$ cat src/rtl/seg7_scan_driver.sv
// seg7_scan_driver: scans eight common-anode 7-segment digits showing one of
// three 32-bit sources (display word, executed-cycle count, stall-cycle count).
// The selected value is snapshotted once per frame so a frame never tears.
module seg7_scan_driver #(
  parameter int SCAN_DIV = 50000
) (
  input  logic        clk,
  input  logic        CLR,
  input  logic [31:0] display,
  input  logic        cpu_tick,
  input  logic        stall,
  input  logic        halt,
  input  logic [1:0]  sel,
  output logic [7:0]  an,
  output logic [7:0]  seg
);

  localparam int PW = (SCAN_DIV > 2) ? $clog2(SCAN_DIV) : 1;
  localparam logic [PW-1:0] PRE_LAST = PW'(SCAN_DIV - 1);

  logic [PW-1:0] prescaler;
  logic [2:0]    idx;
  logic [31:0]   cyc_cnt;
  logic [31:0]   stl_cnt;
  logic [31:0]   snap;
  logic [1:0]    sel_q;

  logic          scan_tick;
  logic          frame_start;
  logic          load;
  logic [2:0]    idx_next;
  logic [31:0]   src;
  logic [31:0]   snap_next;
  logic [31:0]   shifted;
  logic [3:0]    nib;
  logic [6:0]    glyph;
  logic          dp;

  assign scan_tick   = (prescaler == PRE_LAST);
  assign idx_next    = scan_tick ? idx + 3'd1 : idx;
  assign frame_start = scan_tick && (idx == 3'd7);
  // A select change reloads right away; otherwise reload only at frame start.
  assign load        = frame_start || (sel != sel_q);

  // Source mux and next snapshot, so digit 0 sees a frame-start load at once
  always_comb begin
    src = display;
    case (sel)
      2'd1:    src = cyc_cnt;
      2'd2:    src = stl_cnt;
      default: src = display;
    endcase
    snap_next = load ? src : snap;
  end

  // Pick the nibble for the digit about to be driven and decode to {g..a}
  always_comb begin
    shifted = snap_next >> {idx_next, 2'b00};
    nib     = shifted[3:0];
    glyph   = 7'h7F;
    case (nib)
      4'h0: glyph = 7'h40;
      4'h1: glyph = 7'h79;
      4'h2: glyph = 7'h24;
      4'h3: glyph = 7'h30;
      4'h4: glyph = 7'h19;
      4'h5: glyph = 7'h12;
      4'h6: glyph = 7'h02;
      4'h7: glyph = 7'h78;
      4'h8: glyph = 7'h00;
      4'h9: glyph = 7'h10;
      4'hA: glyph = 7'h08;
      4'hB: glyph = 7'h03;
      4'hC: glyph = 7'h46;
      4'hD: glyph = 7'h21;
      4'hE: glyph = 7'h06;
      default: glyph = 7'h0E;
    endcase
    // Decimal point on the rightmost digit flags a halted CPU
    dp = !(halt && (idx_next == 3'd0));
  end

  // Prescaler and digit index: one digit slot every SCAN_DIV clocks
  always_ff @(posedge clk or posedge CLR) begin
    if (CLR) begin
      prescaler <= '0;
      idx       <= 3'd0;
    end else begin
      prescaler <= scan_tick ? '0 : prescaler + 1'b1;
      idx       <= idx_next;
    end
  end

  // Saturating executed-cycle and stall-cycle counters, frozen while halted
  always_ff @(posedge clk or posedge CLR) begin
    if (CLR) begin
      cyc_cnt <= 32'd0;
      stl_cnt <= 32'd0;
    end else begin
      if (cpu_tick && !halt && (cyc_cnt != 32'hFFFF_FFFF))
        cyc_cnt <= cyc_cnt + 32'd1;
      if (cpu_tick && stall && !halt && (stl_cnt != 32'hFFFF_FFFF))
        stl_cnt <= stl_cnt + 32'd1;
    end
  end

  // Snapshot register and select history
  always_ff @(posedge clk or posedge CLR) begin
    if (CLR) begin
      snap  <= 32'd0;
      sel_q <= 2'd0;
    end else begin
      snap  <= snap_next;
      sel_q <= sel;
    end
  end

  // Registered digit enable and segment outputs, blank out of reset
  always_ff @(posedge clk or posedge CLR) begin
    if (CLR) begin
      an  <= 8'hFF;
      seg <= 8'hFF;
    end else if (scan_tick) begin
      an  <= ~(8'h01 << idx_next);
      seg <= {dp, glyph};
    end
  end

endmodule
$ cat config.mk
export PLATFORM = sky130hd
export DESIGN_NAME = seg7_scan_driver
export DESIGN_NICKNAME = d
export VERILOG_FILES = /design/src/rtl/seg7_scan_driver.sv
export SDC_FILE = /design/constraint.sdc
export NUM_CORES = 1
export LEC_CHECK = 0
export BUFFER_PORTS_ARGS = -buffer_cell sky130_fd_sc_hd__buf_2
export CAP_MARGIN = 25
export CORE_MARGIN = 3
export CORE_UTILIZATION = 55
export DETAILED_ROUTE_END_ITERATION = 10
export PLACE_DENSITY = 0.76
export SLEW_MARGIN = 15
export SYNTH_ARGS = -nofsm -noshare
export SYNTH_HDL_FRONTEND = slang
export SYNTH_SLANG_ARGS = --single-unit
$ cat constraint.sdc
create_clock -name clk -period 10.4 [get_ports clk]
set_input_delay 0 -clock clk [delete_from_list [all_inputs] [get_ports clk]]
set_output_delay 0 -clock clk [all_outputs]
set_load 0.05 [all_outputs]
### Word level (Yosys, flattened, before mapping)

Memory sizes are Yosys's and may differ from the RTL's. A register that Yosys moved wholly into a read port is not among the register bits.
Index checks and enable logic that the tools add are counted.

* flip-flop bits (word level): 133
* bits in read-only memories: 112
* input bits: 39
* output and inout bits: 16
* word-level logic and storage cells: 38
* memories kept: 1

* add/subtract/negate cells: 4
* equality and inequality tests: 7
* shift-type cells: 2
* muxes and demuxes: 4
* bitwise gates (word level): 1
* reduce and logical (&&, ||, !) cells: 11

Memories
* (no name shown): words 16, width 7, read ports 1, clocked after memory_dff 1, write ports 0, RTL line 61 `case (nib)`

Operators with widths (number)
* adder 32 x 1 -> 32 bit, second input constant: 2
* != test 32 bit, second input constant: 2
* one-hot mux 32 bit (2 select lines): 1
* 2-to-1 mux 32 bit: 1
* right shift 32 x 5 -> 4 bit: 1
* adder 16 x 1 -> 16 bit, second input constant: 1
* == test 16 bit, second input constant: 1
* 2-to-1 mux 16 bit: 1
* inverter 8 bit: 1
* left shift 1 x 3 -> 8 bit, first input constant: 1
* logical AND 1 bit: 7
* adder 3 x 1 -> 3 bit, second input constant: 1
* == test 3 bit, second input constant: 1
* logical NOT 3 bit: 1
* 2-to-1 mux 3 bit: 1
* == test 2 x 1 -> 1 bit, second input constant: 1
* == test 2 bit, second input constant: 1
* logical NOT 1 bit: 2
* != test 2 bit: 1
* logical OR 1 bit: 1

### Longest topological paths before layout

Gate-level depths: netlist of run 1.

* depth in word-level cells: 5
* gate-level depth with buffers: 18
* gate-level depth less buffers: 15

### Least setup slack after synthesis of run 1

OpenSTA, ideal clock, no wires.

* path type: flip-flop to flip-flop
* from: reg prescaler[5]
* to: reg seg[4]
* setup time: 0.083 ns
* arrival: 3.786 ns
* data required time: 10.317 ns
* slack: 6.530 ns
* cell stages (with the launch flop): 15
* path buffers: 3
* period minus slack after synthesis: 3.870 ns
* path through: dfrtp_1 -> or4b_4 -> or4_1 -> buf_2 -> and2_4 -> buf_6 -> buf_2 -> nand2_1 -> o31ai_1 -> mux2_2 -> a221oi_2 -> inv_1 -> ha_1 -> or3_1 -> a41oi_1

* longest elaborated chain between the ends: 5
* elaborated cells between the ends (all ways): 6
* those cells by class: eq/ne: 1; shift: 1; mux: 2; reduce/logical: 2

RTL lines
* start, declared: RTL line 21 `logic [PW-1:0] prescaler;`
* start signal, assigned: RTL line 89 `prescaler <= scan_tick ? '0 : prescaler + 1'b1;`
* == test 16 bit: RTL line 39 `assign scan_tick = (prescaler == PRE_LAST);`
* logical AND 1 bit: RTL line 41 `assign frame_start = scan_tick && (idx == 3'd7);`
* logical OR 1 bit: RTL line 43 `assign load = frame_start || (sel != sel_q);`
* 2-to-1 mux 32 bit: RTL line 53 `snap_next = load ? src : snap;`
* via snap_next[5]: RTL line 33 `logic [31:0] snap_next;`
* right shift 32 x 5 -> 4 bit: RTL line 58 `shifted = snap_next >> {idx_next, 2'b00};`
* end, declared: RTL line 15 `output logic [7:0] seg`

The timed path passes the listed nets, and every way through them passes these cells.
A chain may end at the register's enable or synchronous reset.

### Final worst setup path of run 1

Ends and elaborated chain as after synthesis.

==> results of run 1 <==
[flip-flops by register name, summed over array words and instances, names as in the netlist]
register	cells
snap	32
cyc_cnt	32
seg	8
stl_cnt	32
sel_q	2
idx	3
prescaler	16
an	8
[critical path: stages, from the launching register on]
cell      delay [ps]
dfrtp_1          430
or4b_4           600
or4_1            710
and2_4           420
nand2_1          130
o21ai_0          120
mux2_2           320
a221oi_2         450
inv_1            170
ha_1             230
or3_1            370
a41oi_1          210
[stage by stage]
stage	cells	hold slack, ps
final	954	6.24
after global routing	954	37.6
after CTS	954	3.25
after detailed placement	903	164
after global placement	903	165
after floorplan	706	31.4
[timing repair]
item                      4_1_cts  5_1_grt
hold buffers                   19        0
hold endpoints to repair       66        0
setup buffers                   0        0
[power by group]
group	internal, uW	switching (uW)	total [uW]
Combinational	81.5	118	199
Clock	405	226	631
Sequential	562	37.0	599
Total	1050	381	1430
[kinds of logic after synthesis]
logic type | after synthesis | share of synthesized area, %
simple gates | 262 | 18.9
compound gates | 147 | 15.5
flops | 133 | 47.5
xor+xnor | 79 | 9.83
buf+inv | 57 | 3.45
mux | 15 | 2.43
fa+ha+maj | 13 | 2.31
[synth_stat cells (all sizes together) (10+ instances only)]
master and count:
dfrtp 117, a221o 25, inv 25, a31oi 11
nor2 65, o21ai 43, a211oi 15, and3 22
xor2 33, ha 13, clkbuf 23, dfstp 16
nand2 70, nor3 10, nand3 35, nand4 15
xnor2 46
[how the worst max path moves through the flow]
stage                       start     end  slack, ps
global route        prescaler[11]  seg[4]       5950
finish               prescaler[5]  seg[4]       6150
floorplan            prescaler[5]  seg[4]       6530
CTS                 prescaler[11]  seg[4]       6170
global placement    prescaler[11]  seg[4]       6320
detailed placement  prescaler[11]  seg[4]       6200
[metal layers]
layer | vias to the layer above | track usage (%) | share of wire, %
met3 | 44 | 5.75 | 5.1
met4 | 0 | 12.2 | 3.5
li1 | 2686 | - | -
met2 | 175 | 41.2 | 49
met5 | - | 0 | 0
met1 | 2780 | 33.2 | 43
[area by class of cell]
class,instances,share of cell area [%]
multi-input combinational,516,41.9
sequential,133,40.6
timing repair buffer,80,6.22
clock buffer,18,5.33
tap,168,2.55
clock inverter,14,2.23
inverter,25,1.17
==> flow_summary.json, run 1 <==
{
  "status": "finished clean",
  "grt_overflow_total": 0,
  "synth-seq-cells": 133,
  "cts_buffers": 17,
  "worst_pin_slew_ps": 907,
  "hold_viol_final": 0,
  "cts_buffer_depth": 2,
  "areaGrowthSynthToFinish_pct": 17.0,
  "synth_area_um2": 7040,
  "synth_edf_count": 0,
  "r2r_end": "seg[4]",
  "fin_nets": 825,
  "tns_ps": 0,
  "finalSetupViolCount": 0,
  "ios": 55,
  "max_cap_violations": 0,
  "pre_cts_ws_ps": 6200,
  "rsz0062_at_grt": "false",
  "reg2reg_depth": 11,
  "arrival_ps": 4590,
  "drive_above_1_share_pct": 16.8,
  "cts_tree": "yes",
  "grt_max_degree": 73,
  "ys_seq_area_share_pct": 47.5,
  "setup_ws_ps": 6150,
  "drcViolationCount": 0,
  "max_slew_margin_pct": 39.5,
  "die_w_um": 119,
  "drt.antenna.violating_nets": 0,
  "coreArea_um2": 12300,
  "rows": 40,
  "r2r-start": "prescaler[5]",
  "min_path_type": "input port to flop",
  "min_to": "snap[17]",
  "hpwl_mm": 12.2,
  "endpoint_kind": "flop",
  "cp.required_ps": 10740,
  "synthTopCellsByArea": "dfrtp_1 42%, dfstp_2 6.0%, xnor2_1 5.7%, xor2_1 4.1%, nand2_1 3.7%",
  "max_freq_mhz": 235,
  "final_cell_area_um2": 8240,
  "vias_per_cell": 5.96,
  "fill_cells": 945,
  "antenna_found_initial": 0,
  "cts_sinks": 133,
  "wirelength_mm": 17.6,
  "hold_path_depth": 3,
  "peakVddDrop_mv": 0.120,
  "die_area_um2": 14200,
  "p_total_uw": 1430,
  "grt_pass1_vias": 5640,
  "slew_violations": 0,
  "critPathLaunchType": "flop",
  "port_buffers": 54,
  "vias": 5685,
  "p_leak_uw": 0.00384,
  "fin_util_pct": 67.2,
  "syn_avg_cell_area_um2": 9.97,
  "grtUsageTotal_pct": 25.7,
  "min_from": "display[17]",
  "cp_max_fo": 67,
  "final_common_cell": "dfrtp_1",
  "grt_pass1_wl_mm": 28.7,
  "yosys.area.top_type": "dfrtp_1",
  "min_period_ps": 4250,
  "period_share_pct": 40.9,
  "synth_nets": 758,
  "layout.area.seq_um2": 3350,
  "postSynth.asyncResetShare_pct": 100,
  "ys_warn_count": 0,
  "mostFrequentLayoutCells": "117 x dfrtp_1, 70 x nand2_1, 65 x nor2_1",
  "cts-root-buf": "clkbuf_16",
  "reg2reg_slack_ps": 6150,
  "die_h_um": 119,
  "skew_ps": 7.81,
  "antenna_cells": 0,
  "place_area_um2": 7430,
  "ys_types": 63,
  "cts_max_level": 4,
  "clk_pin_slew_ps": 60,
  "drt-pass1-iter-count": 5,
  "synth_top_area_share_pct": 41.6,
  "path_class": "flop to flop",
  "multiInputGateArea_um2": 3450,
  "drtIter0Drc": 451,
  "routedWlPerCell_um": 18.4,
  "start_util_pct": 57.4,
  "syn_inst": 706,
  "p_per_area_nw_per_um2": 173,
  "gp_congestion": 0.882,
  "insertion_delay_ps": 420,
  "ys.flop_type": "dfrtp_1",
  "cts-resized-gates": 0
}
Power figures use the tool's default switching activity.
==> run 2, diff against run 1 <==
==> constraint.sdc (replaced) <==
create_clock -name clk -period 4 [get_ports clk]
set_input_delay 0 -clock clk [delete_from_list [all_inputs] [get_ports clk]]
set_output_delay 0 -clock clk [all_outputs]
set_load 0.05 [all_outputs]
==> run 2 against run 1 <==
  * Maximum frequency is 12% higher
  * Largest power group unchanged
  * Sequential power rose to 2.6 times the previous value
  * Sequential share of layout area decreased by 1.0 points
  * Non-clock buffer count increased by 17
  * Die area did not move
==> flow_summary.json, run 2 (synthesis gave the netlist of run 1 again) <==
{
  "pre_cts_ws_ps": 160,
  "setup_ws_ps": 198,
  "wl_met1_mm": 7.51,
  "tns_ps": 0,
  "power_switching_uw": 1000,
  "skew_ps": 9.11,
  "cp_max_fo": 8,
  "max_slew_margin_pct": 38.5,
  "reg2reg_depth": 11,
  "worstPathCellList": "or4b_4 > or4_4 > buf_4 > nand2_1 > buf_4 > o21ai_0 > a2bb2oi_1 > a31oi_1 > and2_1 > mux2_2 > a21o_1",
  "critPathLaunchType": "flop",
  "drt-pass1-iter-count": 6,
  "clk_pin_slew_ps": 60,
  "path_buf_inv": 2,
  "fin_nets": 843,
  "routed-wl-met3_um": 876,
  "max_cap_violations": 0,
  "endpoint_kind": "flop",
  "arrival_ps": 4160,
  "peakVddDrop_mv": 0.349,
  "die_h_um": 119,
  "critPathTopFamily": "simple AND/OR/NAND/NOR gates",
  "p_per_area_nw_per_um2": 455,
  "path_common_cell": "buf_4",
  "rows": 40,
  "ios": 55,
  "worst_pin_slew_ps": 923,
  "path_class": "flop to flop",
  "rsz0062_at_grt": "false",
  "finalSetupViolCount": 0,
  "fin_util_pct": 68.9,
  "highest_layer": "met4",
  "slowest_delay_ps": 600,
  "insertion_delay_ps": 430,
  "cp.depth": 11,
  "port_buffers": 54,
  "wirelength_mm": 17.9,
  "grtUsageTotal_pct": 26.5,
  "grt_pass1_wl_mm": 29.5,
  "hold_viol_final": 0,
  "cp.required_ps": 4360,
  "cts_sinks": 133,
  "route.met2.wl_mm": 9.11,
  "drcViolationCount": 0,
  "p_leak_uw": 0.00395,
  "grt_overflow_total": 0,
  "areaGrowthSynthToFinish_pct": 20.0,
  "startpoint": "prescaler[5]",
  "r2r_end": "seg[0]",
  "slew_violations": 0,
  "final_cell_area_um2": 8450,
  "coreArea_um2": 12300,
  "cpMaxStageDelayCell": "or4b_4",
  "cts-root-buf": "clkbuf_16",
  "cts_max_level": 4,
  "top_regs": "cyc_cnt (32), snap (32), stl_cnt (32)",
  "vias_per_cell": 5.95,
  "antenna_found_initial": 0,
  "hpwl_mm": 12.6,
  "drtIter0Drc": 548,
  "routedWlPerCell_um": 18.4,
  "drive_above_1_share_pct": 19.0,
  "vias": 5788,
  "min_period_ps": 3800,
  "crit_end": "seg[0]",
  "place_area_um2": 7560,
  "start_util_pct": 57.4,
  "grt_pass1_vias": 5821,
  "gp_congestion": 0.857,
  "die_w_um": 119,
  "mostFrequentLayoutCells": "117 x dfrtp_1, 70 x nand2_1, 65 x nor2_1",
  "cts_buffers": 17,
  "clkPwrFrac_pct": 45.3,
  "cts_tree": "yes",
  "min_path_type": "input port to flop",
  "pwr-share-comb_pct": 14.2,
  "reg2reg_slack_ps": 200,
  "cts_buffer_depth": 2,
  "cts_setup_buffers": 0,
  "p_total_uw": 3850,
  "intPower_uw": 2850,
  "die_area_um2": 14200,
  "period_share_pct": 95.1,
  "max_freq_mhz": 263,
  "r2r-start": "prescaler[5]",
  "final_common_cell": "dfrtp_1",
  "grt_max_degree": 77,
  "fill_cells": 957,
  "status": "finished clean",
  "swShare_pct": 26.0,
  "pwr-share-seq_pct": 40.5,
  "antenna_cells": 0,
  "drt.antenna.violating_nets": 0
}
-- run 2: area by class of cell --
class / instances / area, um^2 / share of cell area [%]
multi-input combinational: 517 / 3480 / 41.2
sequential: 133 / 3350 / 39.6
timing repair buffer: 97 / 651 / 7.70
clock buffer: 20 / 467 / 5.52
tap: 168 / 210 / 2.49
clock inverter: 12 / 200 / 2.37
inverter: 25 / 96.3 / 1.14
-- run 2: power groups by stage --
stage,Combinational (uW),Clock [uW],Sequential (uW)
detailed placement,517,0,1580
global placement,502,0,1570
floorplan,370,0,1570
finish,545,1740,1560
CTS,535,1760,1560
global route,610,1820,1570
-- run 2: routing by layer --
metal,track usage (%),vias to the layer above
met5,0,-
met4,8.98,0
met2,44.8,162
met3,7.26,40
li1,-,2720
met1,33.0,2866
-- run 2: how the worst min path moves through the flow --
stage,to,cells past startpoint,from,slack [ps]
after floorplan,sel_q[0],0,sel[0],30
after global placement,sel_q[0],1,sel[0],170
after detailed placement,sel_q[1],1,sel[1],180
after CTS,snap[17],3,display[17],6
after global routing,snap[25],3,display[25],40
final,snap[17],3,display[17],3
-- run 2: timing repair --
action,CTS,global route
endpoints found under the setup margin,0,5
hold buffers,18,0
resized for setup,0,3
endpoints found under the hold margin,91,0
-- run 2: stage by stage --
stage	cells	hold WS, ps
after floorplan	706	31.4
after global placement	920	168
after detailed placement	920	178
after CTS	970	5.74
after global routing	972	41.9
final	972	3.15
-- run 2: tightest hold or removal path, delay by kind of cell --
kind                   cells  cell delay, ps
AOI/OAI and AO/OA          2             300
buffers and inverters      1              90
